<file path="src/rtl/multiplier_unit.sv">
// Iterative radix-2 shift-and-add unsigned multiplier, N x N -> 2N bits.
// Optional `MULTIPLIER_EARLY_DONE_EN: finish as soon as the remaining multiplier bits are zero.
module multiplier_unit #(
    parameter int N = 4
) (
    input  logic           clk,
    input  logic           rst,
    input  logic           start,
    input  logic [N-1:0]   A,
    input  logic [N-1:0]   B,
    output logic [2*N-1:0] Sum,
    output logic           busy,
    output logic           done,
    output logic           o_dbg_state
);

    // Handshake: start is accepted on any rising edge where busy=0 (including the done
    // cycle); busy stays high until the completing edge, after which done pulses for one
    // cycle with the new Sum. start while busy is dropped, never queued.
    typedef enum logic {
        ST_IDLE = 1'b0,
        ST_RUN  = 1'b1
    } state_t;

    state_t         r_state;
    state_t         w_next_state;
    logic [2*N-1:0] r_mcand;
    logic [2*N-1:0] r_acc;
    logic [2*N-1:0] r_sum;
    logic [N-1:0]   r_mplr;
    logic           r_done;
    logic [2*N-1:0] w_addend;
    logic [2*N-1:0] w_acc_next;
    logic           w_last;

    assign w_addend   = r_mplr[0] ? r_mcand : '0;
    assign w_acc_next = r_acc + w_addend;

`ifdef MULTIPLIER_EARLY_DONE_EN
    assign w_last = (r_mplr[N-1:1] == '0);
`else
    localparam int CW = $clog2(N + 1);
    logic [CW-1:0] r_cnt;

    assign w_last = (r_cnt == CW'(1));

    always_ff @(posedge clk) begin
        if (rst) begin
            r_cnt <= '0;
        end else if (r_state == ST_IDLE && start) begin
            r_cnt <= CW'(N);
        end else if (r_state == ST_RUN) begin
            r_cnt <= r_cnt - CW'(1);
        end
    end
`endif

    always_ff @(posedge clk) begin
        if (rst) begin
            r_state <= ST_IDLE;
        end else begin
            r_state <= w_next_state;
        end
    end

    always_comb begin
        w_next_state = r_state;
        case (r_state)
            ST_IDLE: if (start)  w_next_state = ST_RUN;
            ST_RUN:  if (w_last) w_next_state = ST_IDLE;
            default: w_next_state = ST_IDLE;
        endcase
    end

    always_comb begin
        busy        = (r_state == ST_RUN);
        done        = r_done;
        o_dbg_state = r_state;
    end

    always_ff @(posedge clk) begin
        if (rst) begin
            r_mcand <= '0;
            r_mplr  <= '0;
            r_acc   <= '0;
            r_sum   <= '0;
            r_done  <= 1'b0;
        end else begin
            r_done <= 1'b0;
            case (r_state)
                ST_IDLE: begin
                    if (start) begin
                        r_mcand <= {{N{1'b0}}, A};
                        r_mplr  <= B;
                        r_acc   <= '0;
                    end
                end
                ST_RUN: begin
                    r_acc   <= w_acc_next;
                    r_mcand <= r_mcand << 1;
                    r_mplr  <= r_mplr >> 1;
                    // Sum is only ever written with a finished product
                    if (w_last) begin
                        r_sum  <= w_acc_next;
                        r_done <= 1'b1;
                    end
                end
                default: ;
            endcase
        end
    end

    assign Sum = r_sum;

endmodule

</file>
<file path="config.mk">
export PLATFORM = sky130hd
export DESIGN_NAME = multiplier_unit
export DESIGN_NICKNAME = d
export VERILOG_FILES = /design/src/rtl/multiplier_unit.sv
export SDC_FILE = /design/constraint.sdc
export NUM_CORES = 1
export LEC_CHECK = 0
export CORE_ASPECT_RATIO = 0.9
export CORE_MARGIN = 2
export CORE_UTILIZATION = 49
export DETAILED_ROUTE_END_ITERATION = 8
export PLACE_DENSITY = 0.71
export SLEW_MARGIN = 20
export SYNTH_ARGS = -nofsm -noshare
export SYNTH_HDL_FRONTEND = slang
export SYNTH_SLANG_ARGS = --single-unit
</file>
<file path="constraint.sdc">
create_clock -name clk -period 2.5 [get_ports clk]
set_input_delay 0.25 -clock clk [delete_from_list [all_inputs] [get_ports clk]]
set_output_delay 0.25 -clock clk [all_outputs]
set_load 0.005 [all_outputs]
</file>
==> flow_summary_export.csv, run 1 <==
group,metric,value,unit
run_status,status,"completed",
timing,fin_skew,0.01020,ns
timing,rsz0062_at_grt,"no",
timing,period_share,86.76,%
die,core_area,3090,sq um
synthesis,postSynthNetCount,196,
setup_path,worstSetupStartpointType,"flop",
setup_path,crit_type,"reg2reg",
final_layout,multi_input_area,870.8,sq um
detailed_routing,drt_iter0_drc,37,
synthesis,ys_warn_count,0,
timing,hold_violations,0,
die,die_h,58.18,microns
die,io_pins,22,
final_layout,fill_cells,267,
timing,slew_violations,0,
clock_tree,cts_tree,"done",
clock_tree,ctsHoldBuffers,0,
setup_path,worst_setup_path_end_kind,"flop",
detailed_routing,vias_per_cell,5.513,
final_layout,post-route-util,61.30,%
synthesis,avgSynthCellArea,9.130,sq um
grt,grt_antenna_before_repair,0,
setup_path,r2r_slack,0.33,ns
timing,tns,0,ns
detailed_routing,wl,3.100,mm
synthesis,synth_cells,175,
die,rows,19,
die,die_w,64.19,microns
timing,worstMarginPinSlew,0.6809,ns
flow_run,cap_violations,0,
final_layout,area_growth,18.56,%
timing,setup_viol,0,
synthesis,synth-seq-area-share,41.35,%
final_layout,regArea,660.6,sq um
placement,portBuffers,21,
placement,gp_congestion,0.8296,
clock_tree,h-tree-depth,2,
clock_tree,clock-sinks,33,
hold_path,hold_class,"reg2reg",
clock_tree,post_cts.repair.setup_buffers,0,
detailed_routing,vias,1312,
timing,fmax,461.1,MHz
detailed_routing,post-route-drc-count,0,
timing,final.min_clock_period,2.169,ns
detailed_routing,drtPass1Iterations,4,
setup_path,arrival,2.40,ns
pwr,p_per_area,502.4,nW/um^2
final_layout,layout-drive-gt1-share,7.653,%
final_layout,fin_nets,217,
synthesis,ys_ff_latch,33,
detailed_routing,top_layer_used,"met4",
pwr,p_leak,0.0007804,uW
setup_path,crit_required,2.73,ns
detailed_routing,wl_met2,1.446,mm
clock_tree,numCtsBuffers,5,
grt,grt_max_degree,19,
grt,grt_pass1_wl,5.230,mm
die,die_area,3734,sq um
synthesis,netlist_area,1598,sq um
die,initial_core_util,51.70,%
detailed_routing,ant_nets,0,
synthesis,ys_types,34,
synthesis,synth_ff_type,"dfxtp_1",
clock_tree,clock_latency,0.33,ns
synthesis,synth_edf_count,0,
grt,first_global_vias,1186,
pwr,vdd_drop_max,0.0003056,V
clock_tree,root_buffer,"clkbuf_4",
timing,relSlewSlack,54.61,%
clock_tree,post_cts_resized,0,
clock_tree,clockBufferDepth,2,
grt,track_usage,18.60,%
grt,grt_overflow,0,
setup_path,path_max_fanout,9,
placement,hpwl,2.331,mm
detailed_routing,met1_length,1.425,mm
detailed_routing,wire_per_inst,13.03,microns
detailed_routing,wl_met3,137,microns
synthesis,async_flop_share,0,%
clock_tree,clkTransAtPathRegs,0.10,ns
final_layout,n_antenna_cell,0,
cell families after synthesis:
kind of cell,count (synthesis),share of synthesized area (%)
adder cells (fa/ha/maj),10,8.301
multiplexers,9,5.717
buffers and inverters,14,4.151
AO/OA/AOI/OAI,48,19.50
flip-flops,33,41.35
XOR/XNOR,6,3.289
AND/OR/NAND/NOR,55,17.70
power by group:
part	switching, uW	leakage [uW]	total (uW)	internal (uW)
Combinational	51.0	0.000481	101	49.7
Sequential	12.9	0.000268	553	540
Clock	166	0.0000314	298	133
cells in the final DEF (no fill, tap or decap), types with 2 or more instances in the layout:
cell type and n:
a21oi_1 24, a22o_1 10, and2_1 8, buf_4 5
clkbuf_4 5, clkdlybuf4s50_1 21, dfxtp_1 33, ha_1 9
inv_1 2, mux2i_1 8, nand2_1 2, nor2_1 26
nor2b_1 2, nor3_1 4, nor3b_1 9, o21ai_0 4
o21bai_1 2, xnor2_1 4, xor2_1 2
state kept, by name, summed over array words and instances (netlist names):
signal and flops:
r_acc 8, busy 1, r_cnt 3, r_mcand 8, r_mplr 4, done 1, Sum 8
metrics by stage:
stage | hold slack [ns] | area (sq um) | cells | worst slack, ns | total power (uW)
floorplan | 0.4365 | 1598 | 175 | 0.4998 | 629.2
global placement | 0.4619 | 1839 | 231 | 0.4192 | 662.0
detailed placement | 0.4637 | 1839 | 231 | 0.3468 | 665.7
CTS | 0.4903 | 1894 | 238 | 0.3167 | 968.5
global route | 0.5086 | 1894 | 238 | 0.2120 | 1003
finish | 0.4810 | 1894 | 238 | 0.3310 | 951.7
synthesized netlist by cell type (all sizes together), types with 2 or more instances:
| cell | instances | area, sq um |
|---|---|---|
| buf | 7 | 40.04 |
| xor2 | 2 | 17.52 |
| nor2b | 2 | 12.51 |
| o21bai | 2 | 15.01 |
| nor3 | 4 | 20.02 |
| nand2 | 2 | 7.510 |
| a21oi | 24 | 120.1 |
| a22o | 10 | 87.58 |
| nor2 | 26 | 97.59 |
| ha | 9 | 112.6 |
| a211oi | 2 | 20.02 |
| inv | 2 | 7.510 |
| a21o | 2 | 16.27 |
| o21ai | 4 | 20.02 |
| dfxtp | 33 | 660.6 |
| and2 | 8 | 50.05 |
| xnor2 | 4 | 35.03 |
| nor3b | 9 | 67.56 |
| clkbuf | 5 | 18.77 |
| mux2i | 8 | 80.08 |
final timing paths:
check                         start                     to  depth (start not counted)
min             Sum[2]$_SDFFE_PP0P_    Sum[2]$_SDFFE_PP0P_                          1
max          r_mplr[0]$_SDFFE_PP0P_  r_acc[6]$_SDFFE_PP0P_                          8
min reg2reg     Sum[2]$_SDFFE_PP0P_    Sum[2]$_SDFFE_PP0P_                          1
max reg2reg  r_mplr[0]$_SDFFE_PP0P_  r_acc[6]$_SDFFE_PP0P_                          8
worst max-delay path: stages, from the launching register on:
cell and delay [ns]:
dfxtp_1 0.39, and2_1 0.19, ha_1 0.22, fa_1 0.44, a211oi_1 0.23, o21bai_1 0.10, a21oi_1 0.17, xnor2_1 0.10
a22o_1 0.24
metal layers:
layer	up-vias	GRT usage (%)
met5	-	0
met4	0	10.03
met3	8	5.825
met2	28	30.21
met1	621	22.17
li1	655	-
area by class of cell:
class | instances | share of cell area, %
clock buffers | 7 | 2.906
inverters | 2 | 0.3963
multi-input cells | 128 | 45.97
flip-flops and latches | 33 | 34.87
well taps | 42 | 2.774
repair buffers | 26 | 13.08
(Power assumes the default switching activity.)
==> inputs of run 2 (changes only) <==
--- a/config.mk
+++ b/config.mk
@@ -8,8 +8,10 @@
 export CORE_ASPECT_RATIO = 0.9
 export CORE_MARGIN = 2
 export CORE_UTILIZATION = 49
+export CTS_CLUSTER_SIZE = 24
 export DETAILED_ROUTE_END_ITERATION = 8
 export PLACE_DENSITY = 0.71
+export SKIP_LAST_GASP = 1
 export SLEW_MARGIN = 20
 export SYNTH_ARGS = -nofsm -noshare
 export SYNTH_HDL_FRONTEND = slang
==> constraint.sdc (replaced) <==
create_clock -name clk -period 2.45 [get_ports clk]
set_input_delay 0.245 -clock clk [delete_from_list [all_inputs] [get_ports clk]]
set_output_delay 0.245 -clock clk [all_outputs]
set_load 0.005 [all_outputs]
==> results of run 2 <==
Same layout as run 1 (identical final DEF). Status: completed.
Main changes from that run: setup slack after placement 0.3468 ns -> 0.2968 ns; setup slack after layout 0.3310 ns -> 0.2810 ns; register-to-register setup slack 0.33 ns -> 0.28 ns; total power 951.7 uW -> 971.1 uW; worst IR drop on VDD 0.0003056 V -> 0.0003118 V
==> inputs of run 3 (changes only) <==
--- a/config.mk
+++ b/config.mk
@@ -7,12 +7,13 @@
 export LEC_CHECK = 0
 export CORE_ASPECT_RATIO = 0.9
 export CORE_MARGIN = 2
-export CORE_UTILIZATION = 49
+export CORE_UTILIZATION = 48
 export CTS_CLUSTER_SIZE = 24
 export DETAILED_ROUTE_END_ITERATION = 8
-export PLACE_DENSITY = 0.71
+export PLACE_DENSITY = 0.72
 export SKIP_LAST_GASP = 1
 export SLEW_MARGIN = 20
 export SYNTH_ARGS = -nofsm -noshare
 export SYNTH_HDL_FRONTEND = slang
 export SYNTH_SLANG_ARGS = --single-unit
+export TNS_END_PERCENT = 100
==> constraint.sdc (replaced) <==
create_clock -name clk -period 1.9 [get_ports clk]
set_input_delay 0.19 -clock clk [delete_from_list [all_inputs] [get_ports clk]]
set_output_delay 0.19 -clock clk [all_outputs]
set_load 0.005 [all_outputs]
==> run 3 against run 2 <==
Final cell count increased by 3.8%. Register-to-register slack got worse by 0.25 ns. Setup slack got worse by 0.25 ns. Clock skew decreased by 0.0063 ns. Critical path type unchanged. Largest power group unchanged. Highest routed layer unchanged.
==> flow_summary_export.csv, run 3 (synthesized netlist as in run 1, its figures left out) <==
group,metric,value,unit
timing,final.min_clock_period,1.865,ns
hold_path,hold_class,"reg2reg",
grt,first_global_vias,1273,
clock_tree,clockBufferDepth,2,
clock_tree,cts_tree,"done",
clock_tree,clkTransAtPathRegs,0.06,ns
placement,hpwl,2.417,mm
detailed_routing,vias_per_cell,5.202,
timing,fin_skew,0.003872,ns
pwr,p_per_area,660.0,nW/um^2
final_layout,final_cells,247,
setup_path,crit_type,"reg2reg",
final_layout,mostFrequentLayoutCells,"dfxtp_1, nor2_1, a21oi_1",
detailed_routing,ant_nets,0,
final_layout,fin_nets,225,
clock_tree,clock_latency,0.28,ns
final_layout,layout_commonest_cell,"dfxtp_1",
placement,gp_congestion,0.7609,
setup_path,cpMaxStageDelayCell,"fa_2",
detailed_routing,top_layer_used,"met4",
detailed_routing,wl,3.190,mm
placement,portBuffers,21,
setup_path,path_cells,"and2_4, ha_4, fa_2, a211oi_2, o21bai_1, a21oi_1, xnor2_1, a22o_1",
timing,relSlewSlack,81.29,%
pwr,p_leak,0.0008215,uW
die,die_h,58.74,microns
setup_path,worstSetupStartpointType,"flop",
detailed_routing,drt_iter0_drc,77,
grt,track_usage,19.04,%
run_status,status,"completed",
detailed_routing,met1_length,1.495,mm
clock_tree,numCtsBuffers,5,
detailed_routing,drtPass1Iterations,4,
detailed_routing,post-route-drc-count,0,
placement,place_area,1917,sq um
placement,placedCellCount,240,
pwr,vdd_drop_max,0.0004484,V
timing,hold_violations,0,
grt,grt_max_degree,23,
die,die_area,3807,sq um
setup_path,crit_required,2.07,ns
final_layout,layout-drive-gt1-share,16.59,%
detailed_routing,wl_met2,1.527,mm
detailed_routing,vias,1285,
final_layout,area_growth,28.50,%
final_layout,stdcell_area,2053,sq um
timing,slew_violations,0,
timing,fmax,536.2,MHz
timing,period_share,98.15,%
timing,setup_viol,0,
timing,rsz0062_at_grt,"yes",
grt,grt_antenna_before_repair,0,
timing,worstMarginPinSlew,0.2786,ns
setup_path,arrival,2.03,ns
clock_tree,post_cts.repair.setup_buffers,0,
grt,grt_overflow,0,
die,core_area,3114,sq um
grt,grt_pass1_wl,5.478,mm
detailed_routing,wl_met3,110,microns
clock_tree,root_buffer,"clkbuf_8",
setup_path,worst_setup_path_end_kind,"flop",
clock_tree,ctsHoldBuffers,0,
detailed_routing,wire_per_inst,12.91,microns
timing,setup_slack,0.03513,ns
die,rows,19,
setup_path,path_max_fanout,5,
flow_run,cap_violations,0,
die,initial_core_util,51.31,%
die,io_pins,22,
clock_tree,h-tree-depth,2,
final_layout,n_antenna_cell,0,
die,die_w,64.82,microns
placement,place_ws,-0.03282,ns
clock_tree,clock-sinks,33,
setup_path,cp_slowest_stage_delay,0.38,ns
==> run 3: cell types whose count changed in the layout (fill, tap and decap cells not counted), moves of 2 or more <==
cell	before	now
and2_1	8	6
buf_4	5	13
clkbuf_8	1	5
ha_1	9	5
o21ai_0	4	2
clkbuf_1	1	3
and2_4	0	2
clkbuf_4	5	0
ha_4	0	4
==> run 3: worst max-delay path: cells and delay by family, from the launching register on <==
| kind | cells | cell delay, ns |
|---|---|---|
| AND/OR/NAND/NOR | 1 | 0.14 |
| AO/OA/AOI/OAI | 4 | 0.65 |
| XOR/XNOR | 1 | 0.11 |
| adder cells (fa/ha/maj) | 2 | 0.54 |
| flip-flops | 1 | 0.33 |
==> run 3: stage by stage <==
stage	TNS, ns	total power, uW	utilization [%]	hold slack [ns]
after floorplan	0	828.0	-	0.3765
after global placement	0	881.2	61.55	0.4607
after detailed placement	-0.06303	886.5	61.55	0.4670
after CTS	0	1374	64.64	0.4816
after global routing	-0.08558	1432	65.93	0.5051
final	0	1355	65.93	0.4748
==> run 3: cell type report <==
class,instances,area [sq um]
well taps,42,52.55
repair buffers,34,307.8
multi-input cells,128,943.4
fillers,261,1061
flip-flops and latches,33,661.9
inverters,2,7.507
clock buffers,8,80.08
==> run 3: routing by layer <==
layer	track usage, %	vias to the layer above
li1	-	670
met2	33.28	19
met5	0	-
met4	10.94	0
met1	21.33	591
met3	4.589	5
==> run 3: repair_timing <==
action	in CTS	in global routing
pin swaps	8	7
endpoints found under the setup margin	3	5
gates resized for setup	7	5
==> run 3: power by group <==
part | internal, uW | switching [uW]
Combinational | 73.3 | 74.3
Clock | 260 | 223
Sequential | 712 | 13.2
Total | 1040 | 311
==> run 3: worst paths after layout <==
path / startpoint / end / slack [ns] / depth (start not counted)
setup / recovery: r_mplr[0]$_SDFFE_PP0P_ / r_acc[6]$_SDFFE_PP0P_ / 0.04 / 8
hold / removal: Sum[2]$_SDFFE_PP0P_ / Sum[2]$_SDFFE_PP0P_ / 0.47 / 1
setup reg to reg: r_mplr[0]$_SDFFE_PP0P_ / r_acc[6]$_SDFFE_PP0P_ / 0.04 / 8
hold reg to reg: Sum[2]$_SDFFE_PP0P_ / Sum[2]$_SDFFE_PP0P_ / 0.47 / 1
